===== src/rtl/muldiv_unit.sv =====
// muldiv_unit
// Iterative 32-bit multiply/divide unit feeding the register file's HI/LO
// write port. One operation runs for 32 CALC iterations and then a single
// DONE cycle in which hi_write/lo_write pulse with the registered result.
//
// Ports:
//   clk        in   clock, rising-edge
//   rst        in   asynchronous active-high reset
//   start      in   operation request, sampled only while idle
//   op[1:0]    in   00 MULT, 01 MULTU, 10 DIV, 11 DIVU
//   rs_data    in   operand A (multiplicand / dividend)
//   rt_data    in   operand B (multiplier / divisor)
//   busy       out  high while an operation is in flight (CALC or DONE)
//   hi_write   out  one-cycle strobe, result valid
//   lo_write   out  identical to hi_write
//   hi_result  out  product[63:32] or remainder
//   lo_result  out  product[31:0] or quotient
module muldiv_unit (
  input  logic        clk,
  input  logic        rst,
  input  logic        start,
  input  logic [1:0]  op,
  input  logic [31:0] rs_data,
  input  logic [31:0] rt_data,
  output logic        busy,
  output logic        hi_write,
  output logic        lo_write,
  output logic [31:0] hi_result,
  output logic [31:0] lo_result
);

  typedef enum logic [1:0] {S_IDLE, S_CALC, S_DONE} state_t;

  state_t      state_q, state_d;
  logic        div_q, div_d;      // operation class: 1 = divide
  logic [31:0] a_q, a_d;          // |operand A|
  logic [31:0] b_q, b_d;          // |operand B|
  logic        neg_q, neg_d;      // product / quotient sign
  logic        rneg_q, rneg_d;    // remainder sign (dividend sign)
  logic [4:0]  cnt_q, cnt_d;
  logic [63:0] acc_q, acc_d;      // product, or quotient in [31:0]
  logic [31:0] rem_q, rem_d;      // partial remainder
  logic [31:0] hi_q, hi_d;
  logic [31:0] lo_q, lo_d;

  // Operand conditioning at start: unsigned ops never see a sign bit.
  logic        sgn_op, sa, sb;
  logic [31:0] rs_mag, rt_mag;

  assign sgn_op = ~op[0];
  assign sa     = sgn_op & rs_data[31];
  assign sb     = sgn_op & rt_data[31];
  assign rs_mag = sa ? (~rs_data + 32'd1) : rs_data;
  assign rt_mag = sb ? (~rt_data + 32'd1) : rt_data;

  // Restoring divide step: shift in the next dividend bit (MSB first) and
  // try to subtract the divisor. The shifted value needs 33 bits because
  // the running remainder can be up to divisor-1 before the shift.
  logic [32:0] shifted, diff;
  logic        q_bit;

  assign shifted = {1'b0, rem_q} << 1 | {32'd0, a_q[cnt_q]};
  assign diff    = shifted - {1'b0, b_q};
  assign q_bit   = ~diff[32];

  always_comb begin
    state_d = state_q;
    div_d   = div_q;
    a_d     = a_q;
    b_d     = b_q;
    neg_d   = neg_q;
    rneg_d  = rneg_q;
    cnt_d   = cnt_q;
    acc_d   = acc_q;
    rem_d   = rem_q;
    hi_d    = hi_q;
    lo_d    = lo_q;

    case (state_q)
      S_IDLE: begin
        if (start) begin
          div_d   = op[1];
          a_d     = rs_mag;
          b_d     = rt_mag;
          neg_d   = sa ^ sb;
          rneg_d  = sa;
          cnt_d   = 5'd31;
          acc_d   = 64'd0;
          rem_d   = 32'd0;
          state_d = S_CALC;
        end
      end

      S_CALC: begin
        if (div_q) begin
          rem_d = q_bit ? diff[31:0] : shifted[31:0];
          acc_d = {acc_q[62:0], q_bit};
        end else begin
          // MSB-first shift-add over the multiplier bits.
          acc_d = (acc_q << 1) + (b_q[cnt_q] ? {32'd0, a_q} : 64'd0);
        end

        if (cnt_q == 5'd0) begin
          state_d = S_DONE;
          if (!div_q) begin
            {hi_d, lo_d} = neg_q ? (~acc_d + 64'd1) : acc_d;
          end else if (b_q == 32'd0) begin
            // Divide by zero: hand back the original dividend, all-ones
            // quotient. Re-applying the dividend sign restores rs_data.
            hi_d = rneg_q ? (~a_q + 32'd1) : a_q;
            lo_d = 32'hFFFF_FFFF;
          end else begin
            lo_d = neg_q  ? (~acc_d[31:0] + 32'd1) : acc_d[31:0];
            hi_d = rneg_q ? (~rem_d + 32'd1) : rem_d;
          end
        end else begin
          cnt_d = cnt_q - 5'd1;
        end
      end

      S_DONE: begin
        state_d = S_IDLE;
      end

      default: begin
        state_d = S_IDLE;
      end
    endcase
  end

  always_ff @(posedge clk or posedge rst) begin
    if (rst) begin
      state_q <= S_IDLE;
      div_q   <= 1'b0;
      a_q     <= 32'd0;
      b_q     <= 32'd0;
      neg_q   <= 1'b0;
      rneg_q  <= 1'b0;
      cnt_q   <= 5'd0;
      acc_q   <= 64'd0;
      rem_q   <= 32'd0;
      hi_q    <= 32'd0;
      lo_q    <= 32'd0;
    end else begin
      state_q <= state_d;
      div_q   <= div_d;
      a_q     <= a_d;
      b_q     <= b_d;
      neg_q   <= neg_d;
      rneg_q  <= rneg_d;
      cnt_q   <= cnt_d;
      acc_q   <= acc_d;
      rem_q   <= rem_d;
      hi_q    <= hi_d;
      lo_q    <= lo_d;
    end
  end

  // Strobes decode straight from the state register so an asynchronous
  // reset during DONE removes them immediately.
  assign busy      = (state_q != S_IDLE);
  assign hi_write  = (state_q == S_DONE);
  assign lo_write  = hi_write;
  assign hi_result = hi_q;
  assign lo_result = lo_q;

endmodule


===== config.mk =====
export PLATFORM = sky130hd
export DESIGN_NAME = muldiv_unit
export DESIGN_NICKNAME = d
export VERILOG_FILES = /design/src/rtl/muldiv_unit.sv
export SDC_FILE = /design/constraint.sdc
export NUM_CORES = 1
export LEC_CHECK = 0
export CAP_MARGIN = 30
export CORE_ASPECT_RATIO = 1.4
export CORE_MARGIN = 2
export CORE_UTILIZATION = 50
export CTS_BUF_LIST = sky130_fd_sc_hd__clkbuf_8
export DETAILED_ROUTE_END_ITERATION = 8
export PLACE_DENSITY = 0.74
export SKIP_LAST_GASP = 1
export SYNTH_ARGS = -nofsm -noshare
export SYNTH_HDL_FRONTEND = slang
export SYNTH_SLANG_ARGS = --single-unit

===== constraint.sdc =====
create_clock -name clk -period 19.3 [get_ports clk]
set_input_delay 3.86 -clock clk [delete_from_list [all_inputs] [get_ports clk]]
set_output_delay 3.86 -clock clk [all_outputs]
set_load 0.01 [all_outputs]

==> metrics.yaml <==
synthArstFlopShare: 1.00
startpoint_type: "register"
worstPathBufferInverterCount: 2
clk_latency_ns: 0.62
max_freq_mhz: 123
grt_pass1_vias: 21000
fin_crit_sh: 0.422
min_path_type: "reg2reg"
vias_per_cell: 6.49
synthFlopType: "dfrtp_1"
synth_top_area_frac: 0.281
synth_area_per_cell_um2: 7.70
ir_drop_uv: 92.1
core_area_um2: 41100
io_pins: 136
dieWidth_um: 176
wl_per_cell_um: 25.1
yosysMostFrequentCell: "nand2_1"
gp_congestion: 1.03
power.total_w: 0.00512
critPathCaptureType: "register"
max-cap-violations: 0
synthCells: 2697
min_period_ns: 8.15
worst-setup-path-type: "reg2reg"
cp.required_ns: 19.79
synth.area.top_cells: "dfrtp_1 (28%), o21ai_0 (7.0%), nand2_1 (6.7%)"
placedCellCount: 3243
status: "completed"
leakage_nw: 9.26
synth.cell_area_um2: 20800
setup_viol: 0
layout.nets: 2888
synth_xor_area_frac: 0.104
max_slew_margin: 0.319
drc_errors: 0
clockPowerShare: 0.100
dp_slack_ns: 11.36
grt_max_degree: 112
cp_common_cell: "o21ai_0"
yosysWarnings: 0
setup_ws_ns: 11.15
cp-startpoint: "cnt_q[1]"
routed_wl_mm: 83.3
cp_top_family: "compound AO/OA/AOI/OAI gates"
synth_edf_count: 0
crit_slowest_cell: "o211a_1"
row_count: 88
grt_first_pass_wirelength_mm: 124
dieArea_um2: 43200
synth_largest_area_cell: "dfrtp_1"
post_cts_buffers: 0
intPower_w: 0.00224
cts_tree: "built"
portBuffers: 135
fin_worst_skew_ns: 0.0336
antenna_found_initial: 7
synth.area.mux_share: 0.0286
synth_compound_area_frac: 0.256
worstRegToRegCells: 22
worst_slew_pin_slew_ns: 0.996
cts_buffer_depth: 3
hold_end: "hi_result[2]"
cts.clk_slew.worst_paths_ns: 0.07
ys_seq_area_frac: 0.281
synth_fa_ha_area_frac: 0.0441
cts-resized-gates: 0
overflow: 0
vias: 21600
detail-route-antenna-nets: 0
detailed_place_hpwl_mm: 64.7
synth_top_family_by_area: "compound AO/OA/AOI/OAI gates"
dieHeight_um: 245
hold_depth: 2
synthDistinctLibCells: 101
drt_iter0_markers: 1756
synth-simple-area-share: 0.240
yosys-top-cells-count: "nand2_1 (372), o21ai_0 (291), dfrtp_1 (233)"
power_density_nw_per_um2: 219
rsz0062_at_grt: "false"
r2r_end: "hi_result[29]"
pwr-share-seq: 0.205
p_sw_w: 0.00288
max_stage_delay_ns: 0.83
clockRootBuffer: "clkbuf_8"
drive_above_1_share: 0.0745
hold_start: "hi_result[2]"
syn2layout_area_growth_pct: 12.6
grt_usage: 0.379
swShare: 0.562
cts_buffers: 41
clkSinkCount: 233
ys_ff_latch: 233
r2r_slack_ns: 11.15
cp.arrival_ns: 8.64
critPathMaxFanout: 32
first_pass_iters: 8
final_cells: 3323
hold_viol_final: 0
hold_buffers: 0
path_cells: "or3b_2 -> o221a_2 -> a22oi_1 -> o211a_1 -> and2_1 -> ha_1 -> inv_1 -> fa_1 -> nand2b_1 -> a211oi_2 -> o21ai_0 -> a2111oi_1 -> buf_4 -> o21ai_0 -> a21boi_0 -> mux2i_1 -> nand4b_1 -> or4_1 -> o31ai_4 -> or2b_1 -> a21oi_1 -> o41ai_2"
htreeDepth: 2
p_comb_frac: 0.695
timing.rr.start: "cnt_q[1]"
finalSetupTns_ns: 0
synth_fp_nets: 2838
cp.depth: 22
drv_slew: 0
floorplan.initialDensity: 0.506
state kept, by name, indices dropped and copies added, names as in the netlist:
name and flops:
a_q 32, acc_q 63, b_q 32, cnt_q 5, div_q 1, hi_result 32, lo_result 32, neg_q 1
rem_q 32, rneg_q 1, state_q 2
metal layers:
metal	wire, um	vias up	GRT usage
met3	5630	352	0.0757
met2	41000	1006	0.661
met1	29200	10300	0.399
li1	-	9875	-
met4	7410	4	0.291
met5	27	-	0
placed cells by master, fill, tap and decap left out, types with 37 or more instances in the layout:
cell and instances:
nand2_1 371, o21ai_0 291, dfrtp_1 231, nor2_1 198, a21oi_1 173, nand3_1 135
clkdlybuf4s50_1 135, xnor2_1 131, xor2_1 115, inv_1 87, ha_1 70, clkbuf_8 49
and2_1 44, nand4_1 41, o31ai_1 39, nor3_1 37, buf_4 37
power by group through the flow:
stage	combinational, W	clock, W	sequential (W)
CTS	0.00348	0.000517	0.00103
finish	0.00356	0.000511	0.00105
global placement	0.00342	0	0.00104
detailed placement	0.00347	0	0.00104
floorplan	0.00250	0	0.000846
global route	0.00384	0.000536	0.00106
worst register-to-register path: cells and delay by family (launching register included):
kind	cells	cell delay [ns]
buffers and inverters	2	0.31
multiplexers	1	0.16
AND/OR/NAND/NOR	6	2.19
flip-flops	1	0.64
adder cells (fa/ha/maj)	2	0.55
AO/OA/AOI/OAI	11	4.19
worst max path at each step:
stage / end / slack [ns]
floorplan: a_q[0] / 9.05
global placement: hi_result[24] / 11.22
detailed placement: hi_result[29] / 11.36
CTS: hi_result[29] / 11.29
global route: hi_result[28] / 10.70
finish: hi_result[29] / 11.15
per-stage QoR:
step,area [um2],util,hold WS (ns)
after detailed placement,22500,0.547,0.478
after global placement,22400,0.546,0.472
after global routing,23400,0.569,0.505
after floorplan,20800,-,0.485
after CTS,23400,0.569,0.493
final,23400,0.569,0.490
cell type report:
cell class / instances / area (um2)
Timing Repair Buffer: 174 / 1670
Fill cell: 3840 / 17700
Clock inverter: 25 / 213
Antenna cell: 5 / 12.5
Inverter: 83 / 319
Clock buffer: 49 / 674
Multi-Input combinational cell: 2214 / 14000
Tap cell: 540 / 676
Sequential cell: 233 / 5840
kinds of logic after synthesis:
group | Yosys count
AO/OA/AOI/OAI | 818
adder cells (fa/ha/maj) | 72
multiplexers | 42
flip-flops | 233
XOR/XNOR | 246
buffers and inverters | 250
AND/OR/NAND/NOR | 1036
Note: power is estimated with default switching activity, not from simulation.
